`config.mk`:
```
export PLATFORM = sky130hd
export DESIGN_NAME = instr_stream_encoder_flat
export DESIGN_NICKNAME = d
export VERILOG_FILES = /design/src/rtl/instr_stream_encoder_if.sv /design/src/rtl/instr_stream_encoder.sv /design/src/flat_wrapper.sv
export SDC_FILE = /design/constraint.sdc
export NUM_CORES = 1
export LEC_CHECK = 0
export CAP_MARGIN = 20
export CORE_ASPECT_RATIO = 0.7
export CORE_MARGIN = 8
export CORE_UTILIZATION = 38
export CTS_CLUSTER_DIAMETER = 50
export DETAILED_ROUTE_END_ITERATION = 10
export PLACE_DENSITY = 0.87
export SLEW_MARGIN = 20
export SYNTH_ARGS = -nofsm -noshare
export SYNTH_HDL_FRONTEND = slang
export SYNTH_SLANG_ARGS = --single-unit
export TNS_END_PERCENT = 10
```
`constraint.sdc`:
```
create_clock -name clk -period 1.42 [get_ports clk]
set_clock_uncertainty 0.05 [all_clocks]
set_input_delay 0.142 -clock clk [delete_from_list [all_inputs] [get_ports clk]]
set_output_delay 0.142 -clock clk [all_outputs]
set_load 0.05 [all_outputs]
```
`src/rtl/instr_stream_encoder_if.sv`:
```
// Request channel for the instruction stream encoder.
// Purpose : carries one RV32I instruction request (class code plus operand
//           fields) from a program source to the encoder using valid/ready.
// Signals :
//   req_valid    source -> encoder  request present
//   req_ready    encoder -> source  request accepted on clk edge when valid & ready
//   req_opcode   source -> encoder  instr[6:2] class code
//   req_rd       source -> encoder  destination register
//   req_rs1      source -> encoder  source register 1
//   req_rs2      source -> encoder  source register 2
//   req_funct3   source -> encoder  funct3
//   req_funct7b5 source -> encoder  instr[30] (SUB/SRA/SRAI)
//   req_imm      source -> encoder  immediate as seen by the ALU (U-type already <<12)
interface instr_stream_encoder_if;
    logic        req_valid;
    logic        req_ready;
    logic [4:0]  req_opcode;
    logic [4:0]  req_rd;
    logic [4:0]  req_rs1;
    logic [4:0]  req_rs2;
    logic [2:0]  req_funct3;
    logic        req_funct7b5;
    logic [31:0] req_imm;

    modport master (
        output req_valid, req_opcode, req_rd, req_rs1, req_rs2,
               req_funct3, req_funct7b5, req_imm,
        input  req_ready
    );

    modport slave (
        input  req_valid, req_opcode, req_rd, req_rs1, req_rs2,
               req_funct3, req_funct7b5, req_imm,
        output req_ready
    );
endinterface

```
`src/rtl/instr_stream_encoder.sv`:
```
// Instruction stream encoder (program loader back end).
// Purpose : accepts one RV32I instruction request per handshake, packs the
//           fields into the 32-bit instruction word for the requested class and
//           writes the words sequentially into instruction memory.
// Ports   :
//   clk         in   rising-edge clock
//   rst_n       in   asynchronous active-low reset
//   start       in   begin a new program: pointer, count, err and full cleared
//   req         if   request channel (slave side of instr_stream_encoder_if)
//   imem_we     out  one-cycle write strobe
//   imem_addr   out  word address of the write
//   imem_wdata  out  encoded instruction word
//   count       out  words written since start/reset (ADDR_W+1 bits)
//   full        out  memory full, further requests are stalled
//   err         out  sticky: an illegal opcode class was received
module instr_stream_encoder #(
    parameter int ADDR_W = 8
) (
    input  logic                 clk,
    input  logic                 rst_n,
    input  logic                 start,
    instr_stream_encoder_if.slave req,
    output logic                 imem_we,
    output logic [ADDR_W-1:0]    imem_addr,
    output logic [31:0]          imem_wdata,
    output logic [ADDR_W:0]      count,
    output logic                 full,
    output logic                 err
);

    localparam logic [4:0] OPC_LOAD   = 5'b00000;
    localparam logic [4:0] OPC_OP_IMM = 5'b00100;
    localparam logic [4:0] OPC_AUIPC  = 5'b00101;
    localparam logic [4:0] OPC_STORE  = 5'b01000;
    localparam logic [4:0] OPC_OP     = 5'b01100;
    localparam logic [4:0] OPC_LUI    = 5'b01101;
    localparam logic [4:0] OPC_BRANCH = 5'b11000;
    localparam logic [4:0] OPC_JALR   = 5'b11001;
    localparam logic [4:0] OPC_JAL    = 5'b11011;

    typedef enum logic [1:0] {
        IDLE  = 2'd0,
        FMT   = 2'd1,
        WRITE = 2'd2
    } state_t;

    state_t              state_q, state_d;
    logic [ADDR_W-1:0]   ptr_q, ptr_d;
    logic [ADDR_W:0]     count_q, count_d;
    logic                full_q, full_d;
    logic                err_q, err_d;
    logic [31:0]         word_q, word_d;
    logic                legal_q, legal_d;

    logic                accept;
    logic [31:0]         enc_word;
    logic                enc_legal;
    logic [6:0]          enc_low;
    logic [2:0]          enc_f3;
    logic [11:0]         enc_imm_i;

    assign accept = req.req_valid & req.req_ready;

    // Field packing for every supported class. Immediate bits the format
    // cannot represent (imm[0] for B/J, high bits for I/S) are simply dropped.
    always_comb begin
        enc_word  = '0;
        enc_legal = 1'b1;
        enc_low   = {req.req_opcode, 2'b11};
        enc_f3    = req.req_funct3;
        enc_imm_i = req.req_imm[11:0];
        case (req.req_opcode)
            OPC_OP: begin
                enc_word = {1'b0, req.req_funct7b5, 5'b00000, req.req_rs2,
                            req.req_rs1, req.req_funct3, req.req_rd, enc_low};
            end
            OPC_LOAD, OPC_OP_IMM, OPC_JALR: begin
                if (req.req_opcode == OPC_JALR) begin
                    enc_f3 = 3'b000;
                end
                // Shift-immediates carry the SRAI selector in bit 30 and a 5-bit shamt.
                if ((req.req_opcode == OPC_OP_IMM) &&
                    ((req.req_funct3 == 3'b001) || (req.req_funct3 == 3'b101))) begin
                    enc_imm_i = {1'b0, req.req_funct7b5, 5'b00000, req.req_imm[4:0]};
                end
                enc_word = {enc_imm_i, req.req_rs1, enc_f3, req.req_rd, enc_low};
            end
            OPC_STORE: begin
                enc_word = {req.req_imm[11:5], req.req_rs2, req.req_rs1,
                            req.req_funct3, req.req_imm[4:0], enc_low};
            end
            OPC_BRANCH: begin
                enc_word = {req.req_imm[12], req.req_imm[10:5], req.req_rs2,
                            req.req_rs1, req.req_funct3, req.req_imm[4:1],
                            req.req_imm[11], enc_low};
            end
            OPC_LUI, OPC_AUIPC: begin
                enc_word = {req.req_imm[31:12], req.req_rd, enc_low};
            end
            OPC_JAL: begin
                enc_word = {req.req_imm[20], req.req_imm[10:1], req.req_imm[11],
                            req.req_imm[19:12], req.req_rd, enc_low};
            end
            default: begin
                enc_legal = 1'b0;
            end
        endcase
    end

    // State and datapath registers.
    always_ff @(posedge clk or negedge rst_n) begin
        if (!rst_n) begin
            state_q <= IDLE;
            ptr_q   <= '0;
            count_q <= '0;
            full_q  <= 1'b0;
            err_q   <= 1'b0;
            word_q  <= '0;
            legal_q <= 1'b0;
        end else begin
            state_q <= state_d;
            ptr_q   <= ptr_d;
            count_q <= count_d;
            full_q  <= full_d;
            err_q   <= err_d;
            word_q  <= word_d;
            legal_q <= legal_d;
        end
    end

    // Next state; start overrides everything and aborts an in-flight word.
    always_comb begin
        state_d = state_q;
        case (state_q)
            IDLE:    if (accept) state_d = FMT;
            FMT:     state_d = legal_q ? WRITE : IDLE;
            WRITE:   state_d = IDLE;
            default: state_d = IDLE;
        endcase
        if (start) begin
            state_d = IDLE;
        end
    end

    // Datapath updates. The pointer wraps naturally after the last address;
    // full is what stops a second pass from overwriting the program.
    always_comb begin
        ptr_d   = ptr_q;
        count_d = count_q;
        full_d  = full_q;
        err_d   = err_q;
        word_d  = word_q;
        legal_d = legal_q;
        if (accept) begin
            word_d  = enc_word;
            legal_d = enc_legal;
        end
        if ((state_q == FMT) && !legal_q) begin
            err_d = 1'b1;
        end
        if (state_q == WRITE) begin
            ptr_d   = ptr_q + ADDR_W'(1);
            count_d = count_q + (ADDR_W + 1)'(1);
            if (ptr_q == '1) begin
                full_d = 1'b1;
            end
        end
        if (start) begin
            ptr_d   = '0;
            count_d = '0;
            full_d  = 1'b0;
            err_d   = 1'b0;
        end
    end

    // Outputs. The write strobe is decoded from the state register so an
    // async reset removes it immediately and start suppresses it the same cycle.
    always_comb begin
        imem_we       = (state_q == WRITE) & ~start;
        imem_addr     = ptr_q;
        imem_wdata    = word_q;
        count         = count_q;
        full          = full_q;
        err           = err_q;
        req.req_ready = (state_q == IDLE) & ~full_q & ~start;
    end

endmodule

```
`src/flat_wrapper.sv`:
```
// flat-port wrapper written by rule: the top's interface ports become plain ports
module instr_stream_encoder_flat 
#(
    parameter int ADDR_W = 8
)
  (clk, rst_n, start, imem_we, imem_addr, imem_wdata, count, full, err, req_req_valid, req_req_opcode, req_req_rd, req_req_rs1, req_req_rs2, req_req_funct3, req_req_funct7b5, req_req_imm, req_req_ready);
  instr_stream_encoder_if req_i ();
  input  logic clk;
  input  logic rst_n;
  input  logic start;
  output logic imem_we;
  output logic [ADDR_W-1:0] imem_addr;
  output logic [31:0] imem_wdata;
  output logic [ADDR_W:0] count;
  output logic full;
  output logic err;
  input wire logic [$bits(req_i.req_valid)-1:0] req_req_valid;
  input wire logic [$bits(req_i.req_opcode)-1:0] req_req_opcode;
  input wire logic [$bits(req_i.req_rd)-1:0] req_req_rd;
  input wire logic [$bits(req_i.req_rs1)-1:0] req_req_rs1;
  input wire logic [$bits(req_i.req_rs2)-1:0] req_req_rs2;
  input wire logic [$bits(req_i.req_funct3)-1:0] req_req_funct3;
  input wire logic [$bits(req_i.req_funct7b5)-1:0] req_req_funct7b5;
  input wire logic [$bits(req_i.req_imm)-1:0] req_req_imm;
  output wire logic [$bits(req_i.req_ready)-1:0] req_req_ready;
  assign req_i.req_valid = req_req_valid;
  assign req_i.req_opcode = req_req_opcode;
  assign req_i.req_rd = req_req_rd;
  assign req_i.req_rs1 = req_req_rs1;
  assign req_i.req_rs2 = req_req_rs2;
  assign req_i.req_funct3 = req_req_funct3;
  assign req_i.req_funct7b5 = req_req_funct7b5;
  assign req_i.req_imm = req_req_imm;
  assign req_req_ready = req_i.req_ready;
  instr_stream_encoder #(.ADDR_W(ADDR_W)) u_core (.clk(clk), .rst_n(rst_n), .start(start), .req(req_i), .imem_we(imem_we), .imem_addr(imem_addr), .imem_wdata(imem_wdata), .count(count), .full(full), .err(err));
endmodule
```
; ---- Word-level counts from Yosys, hierarchy flattened
; Cells that the tools add are included.
[totals]
regBits = 54
latchBits = 0
mem_bits_rw = 0
romBits = 0
input_bits = 60
word_cells = 59
n_memories = 0
[op_classes]
n_addsub = 2
n_mul = 0
div_mod_pow = 0
magnitude_cmp = 0
eq_ne = 14
shifts = 0
n_mux = 17
bitwise = 6
reduce_logical = 13
[op_table]
columns = cell, n
row1 = $pmux 32 s6, 1
row2 = $mux 9, 2
row3 = $mux 8, 2
row4 = $eq 5x4->1 const B, 3
row5 = $eq 5x5->1 const B, 3
row6 = $mux 12, 1
row7 = $eq 5x3->1 const B, 2
row8 = $add 9x1->9 const B, 1
row9 = $reduce_or 9->1, 1
row10 = $add 8x1->8 const B, 1
row11 = $eq 8x8->1 const B, 1
row12 = $mux 1, 6
row13 = $mux 2, 3
row14 = $reduce_bool 2->1, 3
row15 = $logic_not 5->1, 1
row16 = $and 1x1->1, 4
row17 = $pmux 2 s2, 1
row18 = $eq 3x1->1 const B, 1
row19 = $eq 3x3->1 const B, 1
row20 = $mux 3, 1
row21 = $ne 3x2->1 const B, 1
row22 = $reduce_or 3->1, 1
row23 = $eq 2x1->1 const B, 1
row24 = $eq 2x2->1 const B, 1
row25 = other kinds (7), 9

; ---- Logic depth before layout (Yosys ltp)
[depth]
word_depth = 7
depth_mapped = 6
mapped_depth_nobuf = 5

; ---- Worst setup path before layout
; OpenSTA, ideal clock, no wires.
[synth_path]
path_type = register to register
start = reg u_core.full_q (netlist: u_core.full)
end = reg u_core.word_q[20] (netlist: u_core.imem_wdata[20])
t_arrival_ns = 2.016
required_ns = 1.283
setup_slack_ns = -0.732
path_stages_with_launch = 5
path_buffers = 0
cell_sequence = dfrtp_1 -> nor4_4 -> nand2_2 -> or4b_1 -> o211ai_1
[synth_via]
elab_chain_len = 4
[synth_rtl]
columns = element, line
row1 = start: declaration, instr_stream_encoder.sv:50  ; logic full_q, full_d;
row2 = start signal: assignment, instr_stream_encoder.sv:124  ; full_q <= full_d;
row3 = $not 1->1, instr_stream_encoder.sv:185  ; req.req_ready = (state_q == IDLE) & ~full_q & ~start;
row4 = $and 1x1->1 (2 in series), instr_stream_encoder.sv:185
row5 = named net req_req_ready, flat_wrapper.sv:25  ; output wire logic [$bits(req_i.req_ready)-1:0] req_req_ready;
row6 = $and 1x1->1, instr_stream_encoder.sv:62  ; assign accept = req.req_valid & req.req_ready;
row7 = end signal: assignment, instr_stream_encoder.sv:126  ; word_q <= word_d;
row8 = end: declaration, instr_stream_encoder.sv:52  ; logic [31:0] word_q, word_d;
; The timed path passes the listed nets, and every way through them passes these cells.
; A chain may end at the register's enable or synchronous reset.

; ---- Worst setup path in the final report
[layout_path]
start = reg u_core.full_q (netlist: u_core.full)
end = reg u_core.word_q[20] (netlist: u_core.imem_wdata[20])
[layout_via]
elab_chain_len = 4
[layout_rtl]
columns = element, line
row1 = $not 1->1, instr_stream_encoder.sv:185
row2 = $and 1x1->1 (2 in series), instr_stream_encoder.sv:185
row3 = $and 1x1->1, instr_stream_encoder.sv:62
; Every way passes these cells.

==> results.py <==
metrics = {
    "placed_design": {
        "dp_slack_ps": -523,
        "dpl_cell_area_um2": 4670,
        "place.gp.congestion": 1.03,
        "dp.cells": 509,
        "port_buffers": 112,
        "hpwl_um": 6950,
    },
    "worst_hold_path": {
        "hp-class": "in -> async",
    },
    "sta": {
        "finalHoldViolCount": 0,
        "rsz0062_at_grt": "true",
        "slew_violations": 0,
        "slew_headroom": 0.737,
        "setup_viol": 29,
        "worst_slack_ps": -136,
        "fin_crit_ps": 1560,
        "post-route-period-util": 1.10,
        "tightest_slew_ps": 392,
        "fmax_mhz": 643,
    },
    "detailed_routing": {
        "drc_errors": 0,
        "wl_per_cell_um": 17.1,
        "vias": 2704,
        "first_iter_violations": 248,
        "post_drt_via_cell_ratio": 5.18,
        "ant_nets": 0,
        "finalWirelength_um": 8930,
        "drt-pass1-iter-count": 5,
    },
    "synth": {
        "avgSynthCellArea_um2": 9.49,
        "yosysTopAreaCell": "dfrtp_1",
        "syn_area_um2": 2610,
        "ys_ff_latch": 53,
        "async_flop_share": 1.00,
        "synth-edff-count": 0,
        "seq_area_frac_synth": 0.508,
        "synth_top_area_share": 0.508,
        "syn_inst": 275,
        "synth_ff_type": "dfrtp_1",
        "yosysUniqueCellTypes": 44,
        "synth_nets": 337,
        "yosys_warnings": 0,
        "synth_area_leaders": "dfrtp_1 51%, nor2_1 5.9%, nand2_1 5.5%, o21ai_1 4.4%, a22oi_1 3.7%",
    },
    "critical_path": {
        "path_class": "reg -> reg",
        "slowest_delay_ps": 470,
        "start_kind": "register",
        "critPathCaptureType": "register",
        "crit_family": "simple AND/OR/NAND/NOR gates",
        "cp.buffers_inverters": 0,
        "worst-path-max-fanout": 3,
        "cp.arrival_ps": 1730,
        "cp.required_ps": 1590,
        "cp_slowest_cell": "or4b_1",
        "crit_chain": "nor4_4 > nand2_2 > or4b_1 > o211ai_1",
    },
    "die": {
        "initial_core_util": 0.390,
        "fp.dieH_um": 85.3,
        "die_x_um": 115,
        "dieArea_um2": 9810,
        "pin_count": 113,
        "coreArea_um2": 6690,
        "rows": 25,
    },
    "clock_tree": {
        "clockBufferDepth": 2,
        "cts_inserted_buffers": 5,
        "clock_latency_ps": 300,
        "htreeDepth": 2,
        "clock-sinks": 53,
        "cts_root_buffer": "clkbuf_8",
        "path_clk_slew_ps": 100,
        "cts_tree": "built",
    },
    "power_and_ir_drop": {
        "ir_drop_uv": 558,
        "p_leak_nw": 2.12,
        "p_per_area_nw_per_um2": 862,
    },
    "finish": {
        "final_layout_size_suffix_gt1_frac": 0.308,
        "antenna_cells": 0,
        "final_cells": 522,
        "final_nets": 489,
        "multi_input_area_um2": 1270,
        "num-fill-cells": 468,
        "area_growth_pct": 86.6,
        "fin_area_um2": 4870,
        "seq_area_um2": 1330,
    },
    "global_route": {
        "grt_pass1_vias": 2817,
        "antenna_found_initial": 0,
        "grtUsageTotal": 0.178,
        "grt_max_degree": 54,
        "grt_pass1_wl_um": 14000,
        "overflow": 0,
    },
    "job": {
        "drv_cap": 0,
    },
    "outcome": {
        "status": "finished, violations left",
        "violations": "negative setup slack",
    },
}
## worst min-delay path: cells and delay by family
kind                   cells  cell delay (ps)
buffers and inverters      3              910
## cells by family (layout without fill, tap and decap cells)
kind of cell	Yosys count	after routing	synth area share
mux	4	4	0.0158
buf+inv	19	172	0.0336
simple gates	117	117	0.216
flops	53	53	0.508
compound gates	65	65	0.166
xor+xnor	15	15	0.0504
fa+ha+maj	2	2	0.00959
## worst paths after layout
check / startpoint / endpoint / slack, ps / cells after the start
max: u_core.full / u_core.imem_wdata[20] / -140 / 4
min: rst_n / u_core.count[6] / 310 / 3
max reg2reg: u_core.full / u_core.imem_wdata[20] / -140 / 4
min reg2reg: u_core.legal_q / u_core.state_q[1] / 490 / 2
max in group asynchronous: rst_n / u_core.full / 760 / 3
min in group clk: req_req_opcode[1] / u_core.imem_wdata[4] / 430 / 5
## timing repair
item	4_1_cts	5_1_grt
buffers inserted	3	1
setup endpoints to repair	41	49
hold buffers	1	0
endpoints found under the hold margin	53	0
resized for setup	12	15
pin swaps	6	4
## report_power, final
part | switching [mW] | internal, mW
clock | 0.482 | 0.343
combinational | 0.799 | 0.797
sequential | 0.145 | 1.63
## synth_stat cells, drive strengths merged (2+ instances only)
cell / count
nor2: 41
nand2b: 2
clkbuf: 9
nor2b: 6
buf: 7
xor2: 9
mux2i: 3
and4: 4
nand3: 11
and3: 4
o211ai: 2
a221oi: 7
nand2: 39
o21ai: 25
inv: 3
a21oi: 6
xnor2: 6
nor3: 3
a22oi: 13
ha: 2
a222oi: 4
dfrtp: 53
## final cells by class
cell class	count	share of cell area
Multi-Input combinational cell	203	0.261
Tap cell	94	0.0242
Sequential cell	53	0.273
Inverter	3	0.00231
Clock buffer	6	0.0149
Timing Repair Buffer	161	0.423
Clock inverter	2	0.00206
## sequential cells by signal, summed over array words and instances (netlist names)
signal,cells
u_core.legal_q,1
u_core.imem_addr,8
u_core.full,1
u_core.err,1
u_core.imem_wdata,31
u_core.state_q,2
u_core.count,9
## layer usage
| layer | vias up | track usage | share of wire |
|---|---|---|---|
| met5 | - | 0 | 0 |
| met3 | 15 | 0.0496 | 0.073 |
| met4 | 0 | 0.0594 | 0.016 |
| li1 | 1279 | - | - |
| met2 | 107 | 0.303 | 0.51 |
| met1 | 1303 | 0.211 | 0.40 |
## layout by cell type (no fill, tap or decap), types with 3 or more instances in the layout
master	count
nor2b_4	3
nand3_1	6
a21oi_1	4
buf_12	56
dlygate4sd2_1	4
a221oi_1	7
buf_4	43
a22oi_1	13
xor2_1	9
nand3_2	5
clkdlybuf4s50_1	54
and3_1	4
mux2i_1	3
nand2_1	36
clkbuf_8	5
dfrtp_1	52
a222oi_1	4
nor2_1	41
xnor2_1	6
and4_4	4
nand2_2	3
o21ai_1	23
## stage by stage
step	util	setup TNS (ps)	total power, mW	hold WS [ps]
2_1_floorplan	-	-16640	2.42	-204
6_report	0.727	-1700	4.20	307
3_5_place_dp	0.697	-13560	3.39	120
4_1_cts	0.718	-2320	4.22	336
5_1_grt	0.727	-4480	4.39	323
3_3_place_gp	0.697	-11360	3.36	105
Note: power is estimated with default switching activity, not from simulation.
